<file path="src/rtl/uart_pkg.sv">
// Shared UART definitions: parity encodings, receiver state type and a ceil-log2 helper.
// Also intended for the transmitter side.
package uart_pkg;

   localparam int PAR_NONE = 0;
   localparam int PAR_ODD  = 1;
   localparam int PAR_EVEN = 2;

   typedef enum logic [2:0] {
      RX_IDLE,
      RX_START,
      RX_DATA,
      RX_PARITY,
      RX_STOP,
      RX_BREAK_WAIT
   } rx_state_t;

   function automatic int clog2(input int n);
      int r;
      int v;
      r = 0;
      v = 1;
      while (v < n) begin
         v = v << 1;
         r = r + 1;
      end
      return r;
   endfunction

endpackage

</file>
<file path="src/rtl/uart_rx_fifo.sv">
// Synchronous first-word-fall-through FIFO; the head word is visible whenever not empty.
// Pointers carry one extra wrap bit so full and empty are told apart by the MSB.
module uart_rx_fifo
   import uart_pkg::*;
#(
   parameter int WIDTH = 10,
   parameter int DEPTH = 4
)
(
   input  logic             clk,
   input  logic             reset_n,
   input  logic             push,
   input  logic [WIDTH-1:0] push_data,
   input  logic             pop,
   output logic [WIDTH-1:0] pop_data,
   output logic             full,
   output logic             empty
);

   localparam int AW = clog2(DEPTH);

   logic [AW:0]      wr_ptr;
   logic [AW:0]      rd_ptr;
   logic [WIDTH-1:0] mem [DEPTH];
   logic             do_pop;
   logic             do_push;

   assign empty    = (wr_ptr == rd_ptr);
   assign full     = (wr_ptr[AW] != rd_ptr[AW]) && (wr_ptr[AW-1:0] == rd_ptr[AW-1:0]);
   assign do_pop   = pop && !empty;
   // a pop in the same cycle frees the slot being written when full
   assign do_push  = push && (!full || do_pop);
   assign pop_data = empty ? '0 : mem[rd_ptr[AW-1:0]];

   always_ff @(posedge clk or negedge reset_n) begin
      if (!reset_n) begin
         wr_ptr <= '0;
         rd_ptr <= '0;
      end else begin
         if (do_push) wr_ptr <= wr_ptr + 1'b1;
         if (do_pop)  rd_ptr <= rd_ptr + 1'b1;
      end
   end

   always_ff @(posedge clk) begin
      if (do_push) mem[wr_ptr[AW-1:0]] <= push_data;
   end

endmodule

</file>
<file path="src/rtl/uart_rx_os.sv">
// Oversampling UART receiver with mid-bit majority voting, configurable framing and a FWFT output FIFO.
//
// state         | meaning
// RX_IDLE       | line idle, counters held at 0, waiting for a falling edge on rxs
// RX_START      | qualifying the start bit at mid-bit; a high vote is a false start
// RX_DATA       | shifting in DATA_BITS payload bits, LSB first
// RX_PARITY     | checking the parity bit against the received payload
// RX_STOP       | sampling stop bit(s); the word is pushed at the last stop decision
// RX_BREAK_WAIT | break received, waiting for the line to return high
module uart_rx_os
   import uart_pkg::*;
#(
   parameter int CLOCK_FREQ = 50000000,
   parameter int BAUD_RATE  = 9600,
   parameter int OVERSAMPLE = 16,
   parameter int DATA_BITS  = 8,
   parameter int PARITY     = 0,
   parameter int STOP_BITS  = 1,
   parameter int FIFO_DEPTH = 4
)
(
   input  logic                 clk,
   input  logic                 reset_n,
   input  logic                 rx,
   output logic [DATA_BITS-1:0] data_out,
   output logic                 data_valid,
   input  logic                 data_ready,
   output logic                 parity_err,
   output logic                 frame_err,
   output logic                 overrun,
   output logic                 busy
);

   localparam int DIV_RAW = CLOCK_FREQ / (BAUD_RATE * OVERSAMPLE);
   localparam int DIV     = (DIV_RAW > 0) ? DIV_RAW : 1;
   localparam int DIV_W   = (DIV > 1) ? clog2(DIV) : 1;
   localparam int OS_W    = clog2(OVERSAMPLE);
   localparam int BIT_W   = clog2(DATA_BITS);
   localparam int WORD_W  = DATA_BITS + 2;

   localparam logic [DIV_W-1:0] DIV_LAST = DIV_W'(DIV - 1);
   localparam logic [OS_W-1:0]  OS_LAST  = OS_W'(OVERSAMPLE - 1);
   localparam logic [OS_W-1:0]  OS_LO    = OS_W'(OVERSAMPLE / 2 - 1);
   localparam logic [OS_W-1:0]  OS_MID   = OS_W'(OVERSAMPLE / 2);
   localparam logic [OS_W-1:0]  OS_HI    = OS_W'(OVERSAMPLE / 2 + 1);
   localparam logic [BIT_W-1:0] BIT_LAST = BIT_W'(DATA_BITS - 1);
   localparam logic             STOP_LST = 1'(STOP_BITS - 1);
   localparam logic             PAR_EXP  = (PARITY == PAR_ODD);

   rx_state_t            state;
   logic                 rx_meta;
   logic                 rxs;
   logic                 rxs_prev;
   logic [DIV_W-1:0]     div_cnt;
   logic [OS_W-1:0]      os_cnt;
   logic [1:0]           votes;
   logic [BIT_W-1:0]     bit_cnt;
   logic                 stop_cnt;
   logic [DATA_BITS-1:0] shreg;
   logic                 parity_err_int;
   logic                 frame_err_int;

   logic                 tick;
   logic                 decide;
   logic                 vote;
   logic                 frame_err_now;
   logic                 push;
   logic                 fifo_full;
   logic                 fifo_empty;
   logic [WORD_W-1:0]    push_word;
   logic [WORD_W-1:0]    head_word;

   always_ff @(posedge clk or negedge reset_n) begin
      if (!reset_n) begin
         rx_meta  <= 1'b1;
         rxs      <= 1'b1;
         rxs_prev <= 1'b1;
      end else begin
         rx_meta  <= rx;
         rxs      <= rx_meta;
         rxs_prev <= rxs;
      end
   end

   assign tick          = (state != RX_IDLE) && (div_cnt == DIV_LAST);
   assign decide        = tick && (os_cnt == OS_HI);
   assign vote          = (votes[0] & votes[1]) | (votes[0] & rxs) | (votes[1] & rxs);
   assign frame_err_now = frame_err_int | ~vote;
   assign push          = (state == RX_STOP) && decide && (stop_cnt == STOP_LST);
   assign push_word     = {frame_err_now, parity_err_int, shreg};

   always_ff @(posedge clk or negedge reset_n) begin
      if (!reset_n) begin
         state          <= RX_IDLE;
         div_cnt        <= '0;
         os_cnt         <= '0;
         votes          <= '0;
         bit_cnt        <= '0;
         stop_cnt       <= 1'b0;
         shreg          <= '0;
         parity_err_int <= 1'b0;
         frame_err_int  <= 1'b0;
      end else begin
         if (state == RX_IDLE) begin
            div_cnt <= '0;
            os_cnt  <= '0;
         end else if (tick) begin
            div_cnt <= '0;
            os_cnt  <= (os_cnt == OS_LAST) ? '0 : os_cnt + 1'b1;
         end else begin
            div_cnt <= div_cnt + 1'b1;
         end

         if (tick && (os_cnt == OS_LO))  votes[0] <= rxs;
         if (tick && (os_cnt == OS_MID)) votes[1] <= rxs;

         // state changes at the decision tick; os_cnt keeps running so the next bit lines up
         case (state)
            RX_IDLE: begin
               bit_cnt        <= '0;
               stop_cnt       <= 1'b0;
               parity_err_int <= 1'b0;
               frame_err_int  <= 1'b0;
               if (rxs_prev && !rxs) state <= RX_START;
            end
            RX_START: begin
               if (decide) state <= vote ? RX_IDLE : RX_DATA;
            end
            RX_DATA: begin
               if (decide) begin
                  shreg   <= {vote, shreg[DATA_BITS-1:1]};
                  bit_cnt <= bit_cnt + 1'b1;
                  if (bit_cnt == BIT_LAST)
                     state <= (PARITY != PAR_NONE) ? RX_PARITY : RX_STOP;
               end
            end
            RX_PARITY: begin
               if (decide) begin
                  parity_err_int <= ((^shreg) ^ vote) != PAR_EXP;
                  state          <= RX_STOP;
               end
            end
            RX_STOP: begin
               if (decide) begin
                  frame_err_int <= frame_err_now;
                  stop_cnt      <= stop_cnt + 1'b1;
                  if (stop_cnt == STOP_LST)
                     state <= (frame_err_now && (shreg == '0)) ? RX_BREAK_WAIT : RX_IDLE;
               end
            end
            RX_BREAK_WAIT: begin
               if (rxs) state <= RX_IDLE;
            end
            default: state <= RX_IDLE;
         endcase
      end
   end

   always_ff @(posedge clk or negedge reset_n) begin
      if (!reset_n) overrun <= 1'b0;
      else          overrun <= push && fifo_full && !(data_valid && data_ready);
   end

   uart_rx_fifo #(
      .WIDTH (WORD_W),
      .DEPTH (FIFO_DEPTH)
   ) u_fifo (
      .clk       (clk),
      .reset_n   (reset_n),
      .push      (push),
      .push_data (push_word),
      .pop       (data_ready),
      .pop_data  (head_word),
      .full      (fifo_full),
      .empty     (fifo_empty)
   );

   assign data_valid = !fifo_empty;
   assign data_out   = head_word[DATA_BITS-1:0];
   assign parity_err = head_word[DATA_BITS];
   assign frame_err  = head_word[DATA_BITS+1];
   assign busy       = (state != RX_IDLE);

endmodule

</file>
<file path="config.mk">
export PLATFORM = sky130hd
export DESIGN_NAME = uart_rx_os
export DESIGN_NICKNAME = d
export VERILOG_FILES = /design/src/rtl/uart_pkg.sv /design/src/rtl/uart_rx_fifo.sv /design/src/rtl/uart_rx_os.sv
export SDC_FILE = /design/constraint.sdc
export NUM_CORES = 1
export LEC_CHECK = 0
export CORE_MARGIN = 2
export CORE_UTILIZATION = 28
export DETAILED_ROUTE_END_ITERATION = 16
export SKIP_CTS_REPAIR_TIMING = 1
export SYNTH_ARGS = -nofsm -noshare
export SYNTH_HDL_FRONTEND = slang
export SYNTH_SLANG_ARGS = --single-unit
</file>
<file path="constraint.sdc">
create_clock -name clk -period 2.3 [get_ports clk]
set_input_delay 0.46 -clock clk [delete_from_list [all_inputs] [get_ports clk]]
set_output_delay 0.46 -clock clk [all_outputs]
set_load 0.01 [all_outputs]
</file>
==> results.env, run 1 <==
DRT_FIRST_ITER_VIOLATIONS=112
RANKING_OF_SYNTHESIZED_CELLS_BY_AREA='edfxtp_1, dfrtp_1, mux4_2'
IOS=17
CTS_ROOT_BUFFER='clkbuf_16'
PERIOD_MINUS_SLACK_PS=2358
ANT_NETS=0
FINAL_CELLS=492
CLKSLEWWORSTSETUPHOLDPATHS_PS=60
ANTENNA_FOUND_INITIAL=0
MET2ROUTEDLENGTH_MM=3.272
FINAL.SETUP_SKEW_PS=5.321
SYNTH_ENABLE_FLOP_CELLS=40
LAYOUT-AREA-OVERHEAD-VS-SYNTH_PCT=21.19
PATH_CLASS='register to output pin'
FIRST_GLOBAL_VIAS=2276
SYNTH_CELLS=282
DIE_SPAN_IN_Y_UM=120.3
ROUTE.DETAILED.WL_PER_INST_UM=13.70
SW_FRAC_OF_TOTAL=0.2586
TIMING.CRITICAL_PATH.FROM='u_fifo.rd_ptr[0]$_DFFE_PN0P_'
STDCELL_AREA_UM2=4587
ROUTED_VIA_DENSITY=4.490
SYN-MEAN-INSTANCE-AREA_UM2=13.42
LAYOUT-DRIVE-GT1-SHARE=0.2184
DP_HPWL_MM=4.617
RUN_STATUS='finished with violations'
WORST-ENDPOINT-REQUIRED_PS=1840
CRITPATHCAPTURETYPE='output pin'
SETUP_REPAIR_AFTER_GLOBAL_ROUTING_MISSED_ITS_MARGIN='yes'
CRITPATHARRIVALTIME_PS=1900
FINAL_UTIL=0.3464
RR_STARTPOINT='state[1]$_DFFE_PN0P_'
SETUP.WORST_PATH.START_CLASS='register'
FF2FF_SETUP_SLACK_PS=290
MAX_CAP_VIOLATIONS=0
VIAS=2209
FLOP_AND_LATCH_COUNT_OUT_OF_SYNTHESIS=82
CORE-AREA_UM2=13240
DP.CELLS=473
CRITPATHMAXFANOUT=12
IRDROPWORSTVDD_uV=351.9
INTERNAL-POWER_W=0.002955
HOLD_VIOL_FINAL=0
HIGHEST-SIGNAL-LAYER='met4'
POWER.SWITCHING_W=0.001031
MET3WIRELENGTH_UM=255
CTS_INSERTED_BUFFERS=9
CTS.HTREE.LEVELS=3
GRT_MAX_DEGREE=20
DIE_X_UM=120.3
ANTENNADIODECOUNT=0
SHARE_SEQ_OF_TOTAL_POWER=0.432
CLOCK_TREE_FROM_TRITONCTS='done'
GROUTE.USAGE.OVERALL=0.1029
POSTPLACECELLAREA_UM2=4179
ASYNCSETRESETFLOPFRACSYNTH=0.5122
YOSYS.AREA.TOP_TYPE='edfxtp_1'
LAYOUT_COMMONEST_CELL='edfxtp_1'
CTS.PATH.MAX_BUFFERS=2
GP_CONGESTION=0.7427
MAXSLEWVIOLCOUNT=0
FLOORPLAN.DIE_AREA_UM2=14460
POSTSYNTHNETCOUNT=302
GLOBALROUTEOVERFLOWTOTAL=0
P_PER_AREA_nW_PER_UM2=868.9
POWER.STATIC_LEAKAGE_nW=1.992
CLOCK-SINKS=82
WORST_HOLD_CLASS='input port to async pin'
POWER.CLOCK.FRACTION=0.398
TIMING.SLEW.HEADROOM=0.6104
WORST-SLEW-PIN-TRANSITION_PS=569.7
SYNTH_TOP_FLOP_CELL='edfxtp_1'
DRT_DRC_VIOLATIONS_LEFT=0
TIMING.FINAL.WS_SETUP_PS=-57.98
MAXIMUM_CLOCK_RATE_GHz=0.4241
FP-ROW-COUNT=42
FAILED_CHECKS='negative setup slack'
SYNTH.LIB_CELLS_USED.DISTINCT=55
MET1WIRELENGTH_MM=3.100
TOTALWIRELENGTH_MM=6.738
PERIOD_UTILISATION_LAYOUT=1.025
CLOCK_INSERTION_DELAY_WORST_SKEW_PS=340
COMBINATIONALPOWERSHARE=0.170
LAYOUT.CELLS.MOST_COMMON_LIST='edfxtp_1, dfrtp_1, inv_1'
DRT_FIRST_PASS_ITERS=4
GRT_PASS1_WL_MM=11.41
MAPPED_AREA_UM2=3785
YOSYSTOPAREACELLSHARE=0.3174
SYNTH.YOSYS.SEQ_AREA_SHARE=0.5960
YS.WARNINGS.COUNT=0
TIMING.FINAL.SETUP_VIOLATIONS=1
STARTING_DENSITY_OF_THE_CORE=0.2858
PORTBUFFERS=16
LAYOUT.NETS=331
registers in the layout, indices dropped and copies added (netlist names):
| signal | cells |
|---|---|
| stop_cnt | 1 |
| bit_cnt | 3 |
| state | 3 |
| rxs_prev | 1 |
| overrun | 1 |
| votes | 2 |
| shreg | 8 |
| rxs | 1 |
| os_cnt | 4 |
| u_fifo.rd_ptr | 3 |
| rx_meta | 1 |
| div_cnt | 9 |
| u_fifo.mem | 40 |
| frame_err_int | 1 |
| parity_err_int | 1 |
| u_fifo.wr_ptr | 3 |
through the flow:
step / power, W / setup TNS (ps) / setup slack (ps) / hold WS (ps)
floorplan: 0.002108 / 0 / 284.2 / 164.4
finish: 0.003985 / -57.98 / -57.98 / 58.28
global route: 0.004175 / -135.0 / -135.0 / 87.42
global placement: 0.002321 / 0 / 164.1 / 346.2
CTS: 0.003956 / -2434 / -251.3 / 67.75
detailed placement: 0.002347 / 0 / 135.9 / 347.5
worst max-delay path: stages, from the launching register on:
cell and delay [ps]:
dfrtp_2 430, clkbuf_16 180, xnor2_4 160, nand3b_1 120, buf_6 160, buf_4 130
buf_4 130, and2_1 130, clkbuf_2 120
cells in the mapped netlist (4+ instances only):
cell      instances
a21oi_1           4
and2_1           11
and2_2            4
buf_2             4
clkbuf_1          4
dfrtp_1          39
edfxtp_1         40
ha_1             16
inv_1            19
mux2_2            4
mux4_2           10
nand2_1          14
nand3_1          11
nand4_1           6
nor2_1           13
o21ai_0          15
xnor2_1          12
xor2_1            7
area by class of cell:
type	instances	area, um^2
Clock buffer	9	225.2
Tap cell	176	220.2
Multi-Input combinational cell	168	1393
Sequential cell	82	2257
Inverter	19	71.32
Timing Repair Buffer	31	316.6
Fill cell	1296	8656
Clock inverter	7	103.9
final timing paths:
kind / to / depth (start not counted)
worst max-delay path: data_out[0] / 8
worst min-delay path: os_cnt[2]$_DFFE_PN0P_ / 1
worst max register to register: u_fifo.mem[3][0]$_DFFE_PP_ / 4
worst min register to register: rxs$_DFF_PN1_ / 0
max in group asynchronous: shreg[2]$_DFFE_PN0P_ / 2
min in group clk: rxs$_DFF_PN1_ / 0
power by group through the flow:
stage	registers [W]	logic [W]	clock network, W
floorplan	0.00172	0.000386	0
global placement	0.00174	0.000579	0
detailed placement	0.00174	0.000604	0
CTS	0.00171	0.000609	0.00163
global route	0.00174	0.000751	0.00169
finish	0.00172	0.000677	0.00159
per-layer routing:
metal,vias to the layer above,global-route usage
li1,1075,-
met1,1088,0.1262
met2,37,0.1697
met3,9,0.03113
met4,0,0.04142
met5,-,0
cells by family after synthesis:
kind of cell               after synthesis  synth area share
buffers and inverters                   32           0.04099
xor gates and xnor gates                19           0.04397
DFF                                     82            0.5960
adders and majority gates               17           0.05554
and+or+nand+nor                         84            0.1309
AOI/OAI and AO/OA                       31           0.05191
muxes                                   17           0.08066
(Power assumes the default switching activity.)
==> inputs of run 2 (changes only) <==
--- a/config.mk
+++ b/config.mk
@@ -11,4 +11,5 @@
 export SKIP_CTS_REPAIR_TIMING = 1
 export SYNTH_ARGS = -nofsm -noshare
 export SYNTH_HDL_FRONTEND = slang
+export SYNTH_HIERARCHICAL = 1
 export SYNTH_SLANG_ARGS = --single-unit
==> constraint.sdc (replaced) <==
create_clock -name clk -period 2.8 [get_ports clk]
set_input_delay 0.56 -clock clk [delete_from_list [all_inputs] [get_ports clk]]
set_output_delay 0.56 -clock clk [all_outputs]
set_load 0.01 [all_outputs]
==> results.env, run 2 <==
RUN_STATUS='finished clean'
WORST_HOLD_CLASS='register to register'
CTS.HTREE.LEVELS=3  # unchanged
MAPPED_AREA_UM2=3841  # +1.5%
IOS=17  # unchanged
SYNTH_TOP_FLOP_CELL='edfxtp_1'
CRITPATHARRIVALTIME_PS=2140  # +240 ps
CTS_INSERTED_BUFFERS=9  # unchanged
ANTENNA_FOUND_INITIAL=0  # unchanged
PATH_CLASS='register to output pin'
SYNTH_MOST_COMMON_CELL='edfxtp_1'
MAXIMUM_CLOCK_RATE_GHz=0.3707
STARTING_DENSITY_OF_THE_CORE=0.2889  # +0.003105
GRTUSAGEMET3=0.03008  # -0.001057
HOLD_VIOL_FINAL=0  # unchanged
WORST-ENDPOINT-REQUIRED_PS=2240  # +400 ps
TIMING.REG2REG.WORST_PATH_DEPTH=9  # +5
CLOCK-SINKS=82  # unchanged
FLOP_AND_LATCH_COUNT_OUT_OF_SYNTHESIS=82  # unchanged
YOSYSTOPAREACELLSHARE=0.3127  # -0.004652
CLOCK_TREE_FROM_TRITONCTS='done'
LAYOUT_COMMONEST_CELL='edfxtp_1'
P_PER_AREA_nW_PER_UM2=590.0  # -32%
GP_CONGESTION=0.8191  # +10%
SYNTH_CELLS=280  # -0.71%
GROUTE.USAGE.OVERALL=0.1003  # -0.002615
MAXSLEWVIOLCOUNT=0  # unchanged
FINAL_CELLS=488  # -0.81%
PORTBUFFERS=16  # unchanged
LAYOUT-DRIVE-GT1-SHARE=0.1891  # -0.02925
SYNTH.YOSYS.SEQ_AREA_SHARE=0.5873  # -0.008737
CRITPATHMAXFANOUT=10  # -2
DP_SLACK_PS=188.4  # +52.57 ps
CLOCK_INSERTION_DELAY_WORST_SKEW_PS=340  # about the same
TIMING.SLEW.HEADROOM=0.3578  # -0.2526
DRT_FIRST_PASS_ITERS=4  # unchanged
FLOORPLAN.DIE_AREA_UM2=14670  # +1.4%
CLKSLEWWORSTSETUPHOLDPATHS_PS=70  # about the same
ANTENNADIODECOUNT=0  # unchanged
SHARE_SEQ_OF_TOTAL_POWER=0.498  # +0.066
ASYNCSETRESETFLOPFRACSYNTH=0.5122  # unchanged
CTS_ROOT_BUFFER='clkbuf_16'
POSTSYNTHNETCOUNT=300  # -0.66%
DP_HPWL_MM=4.477  # -3.0%
GRT_MAX_DEGREE=43  # +110%
TOTALWIRELENGTH_MM=6.583  # -2.3%
POWER.SWITCHING_W=0.0006233  # -40%
LAYOUT.NETS=327  # -1.2%
GRT_PASS1_WL_MM=11.30  # -1.0%
DIE_SPAN_IN_Y_UM=121.1  # +0.72%
INTERNAL-POWER_W=0.002065  # -30%
GLOBALROUTEOVERFLOWTOTAL=0  # unchanged
MET2_USAGE=0.1605  # -0.009281
TIMING.FINAL.WS_SETUP_PS=102.1  # +160.1 ps
POST_SYNTH_MOST_FREQUENT_CELLS='edfxtp_1, dfrtp_1, inv_1'
SW_FRAC_OF_TOTAL=0.2319  # -0.02670
MET1_GRT_UTIL=0.1274  # +0.001211
DP.CELLS=471  # -0.42%
CORE-AREA_UM2=13300  # +0.40%
WORST-SLEW-PIN-TRANSITION_PS=963.3  # +393.7 ps
ROUTE.DETAILED.WL_PER_INST_UM=13.49  # -1.5%
POWER.STATIC_LEAKAGE_nW=1.904  # -4.4%
SETUP.WORST_PATH.START_CLASS='register'
ANT_NETS=0  # unchanged
LAYOUT-AREA-OVERHEAD-VS-SYNTH_PCT=18.60
ROUTED_VIA_DENSITY=4.531  # +0.91%
CTS.PATH.MAX_BUFFERS=2  # unchanged
RANKING_OF_SYNTHESIZED_CELLS_BY_AREA='edfxtp_1, dfrtp_1, mux4_2'
DRT_FIRST_ITER_VIOLATIONS=202  # +80%
LARGEST_REGISTER_FF_COUNT=40  # unchanged
DIE_X_UM=121.1  # +0.72%
CRITPATHCAPTURETYPE='output pin'
POWER.CLOCK.FRACTION=0.448  # +0.050
YS.WARNINGS.COUNT=6  # +6
SYNTH.LIB_CELLS_USED.DISTINCT=53  # -3.6%
VIAS=2211  # +0.091%
LAYOUT.CELLS.MOST_COMMON_LIST='edfxtp_1, dfrtp_1, inv_1'
YOSYS.AREA.TOP_TYPE='edfxtp_1'
FP-ROW-COUNT=42  # unchanged
BUSIEST_LAYER_IN_GLOBAL_ROUTING='met2'
MAX_CAP_VIOLATIONS=0  # unchanged
FIRST_GLOBAL_VIAS=2238  # -1.7%
IRDROPWORSTVDD_uV=470.6  # +34%
SYN-MEAN-INSTANCE-AREA_UM2=13.72  # +2.2%
DRT_DRC_VIOLATIONS_LEFT=0  # unchanged
SYNTH_ENABLE_FLOP_CELLS=40  # unchanged
PERIOD_MINUS_SLACK_PS=2698
FINAL.SETUP_SKEW_PS=6.900  # +1.579 ps
HOLD-PATH-CELL-COUNT=0
COMBINATIONALPOWERSHARE=0.054  # -0.116
PERIOD_UTILISATION_LAYOUT=0.9635
TIMING.FINAL.SETUP_VIOLATIONS=0  # -1
HOLDWS_PS=361.8  # +303.5 ps
## run 2: cell count changes in the layout (fill, tap and decap cells not counted), sizes merged, moves of 5 or more
cell / delta
clkdlybuf4s50: +12
and2: -11
nand2: -8
o21ai: -8
dlymetal6s2s: -10
nor2b: +10
buf: -5
mux2i: +8
## run 2: per-stage QoR
step           power (W)  setup TNS, ps  cell area, um^2  utilization
5_1_grt         0.002812         -6.153             4556       0.3427
6_report        0.002688              0             4556       0.3427
3_5_place_dp    0.001510              0             4215       0.3171
2_1_floorplan   0.001447              0             3841            -
4_1_cts         0.002717         -126.0             4523       0.3402
3_3_place_gp    0.001505              0             4215       0.3171
## run 2: cell type report
class | count | area, um^2
Clock buffer | 9 | 225.2
Tap cell | 176 | 220.2
Inverter | 24 | 90.09
Timing Repair Buffer | 25 | 230.2
Clock inverter | 7 | 82.58
Sequential cell | 82 | 2257
Multi-Input combinational cell | 165 | 1450
Fill cell | 1284 | 8740
## run 2: worst paths after layout
| check | endpoint | slack (ps) | startpoint |
|---|---|---|---|
| worst min register to register | rxs$_DFF_PN1_ | 360 | rx_meta$_DFF_PN1_ |
| min in group asynchronous | div_cnt[2]$_DFF_PN0_ | 380 | reset_n |
| max in group asynchronous | u_fifo/rd_ptr[0]$_DFFE_PN0P_ | 1760 | reset_n |
| worst max-delay path | data_out[6] | 100 | u_fifo/rd_ptr[0]$_DFFE_PN0P_ |
| worst max register to register | u_fifo/mem[3][3]$_DFFE_PP_ | 350 | div_cnt[0]$_DFF_PN0_ |
| worst min-delay path | rxs$_DFF_PN1_ | 360 | rx_meta$_DFF_PN1_ |
## run 2: worst max-delay path, stage by stage (launching register included)
cell	delay (ps)
dfrtp_2	460
buf_8	200
mux4_2	520
nor2b_1	140
clkdlybuf4s50_1	480
## run 2: power by group through the flow
| stage | logic (W) | clock network [W] | registers (W) |
|---|---|---|---|
| 2_1_floorplan | 0.0000958 | 0 | 0.00135 |
| 3_3_place_gp | 0.000142 | 0 | 0.00136 |
| 3_5_place_dp | 0.000146 | 0 | 0.00136 |
| 4_1_cts | 0.000147 | 0.00123 | 0.00134 |
| 5_1_grt | 0.000175 | 0.00129 | 0.00135 |
| 6_report | 0.000144 | 0.00120 | 0.00134 |
## run 2: kinds of logic after synthesis
family / Yosys count / share of synthesized area
AOI/OAI and AO/OA: 29 / 0.05570
muxes: 24 / 0.09642
and+or+nand+nor: 75 / 0.1169
buffers and inverters: 33 / 0.03941
xor gates and xnor gates: 20 / 0.04951
DFF: 82 / 0.5873
adders and majority gates: 17 / 0.05472
## run 2: layer usage
| layer | up-vias | part of all wire |
|---|---|---|
| met5 | - | 0 |
| met4 | 0 | 0.013 |
| met3 | 9 | 0.039 |
| met2 | 34 | 0.49 |
| met1 | 1099 | 0.45 |
| li1 | 1069 | - |
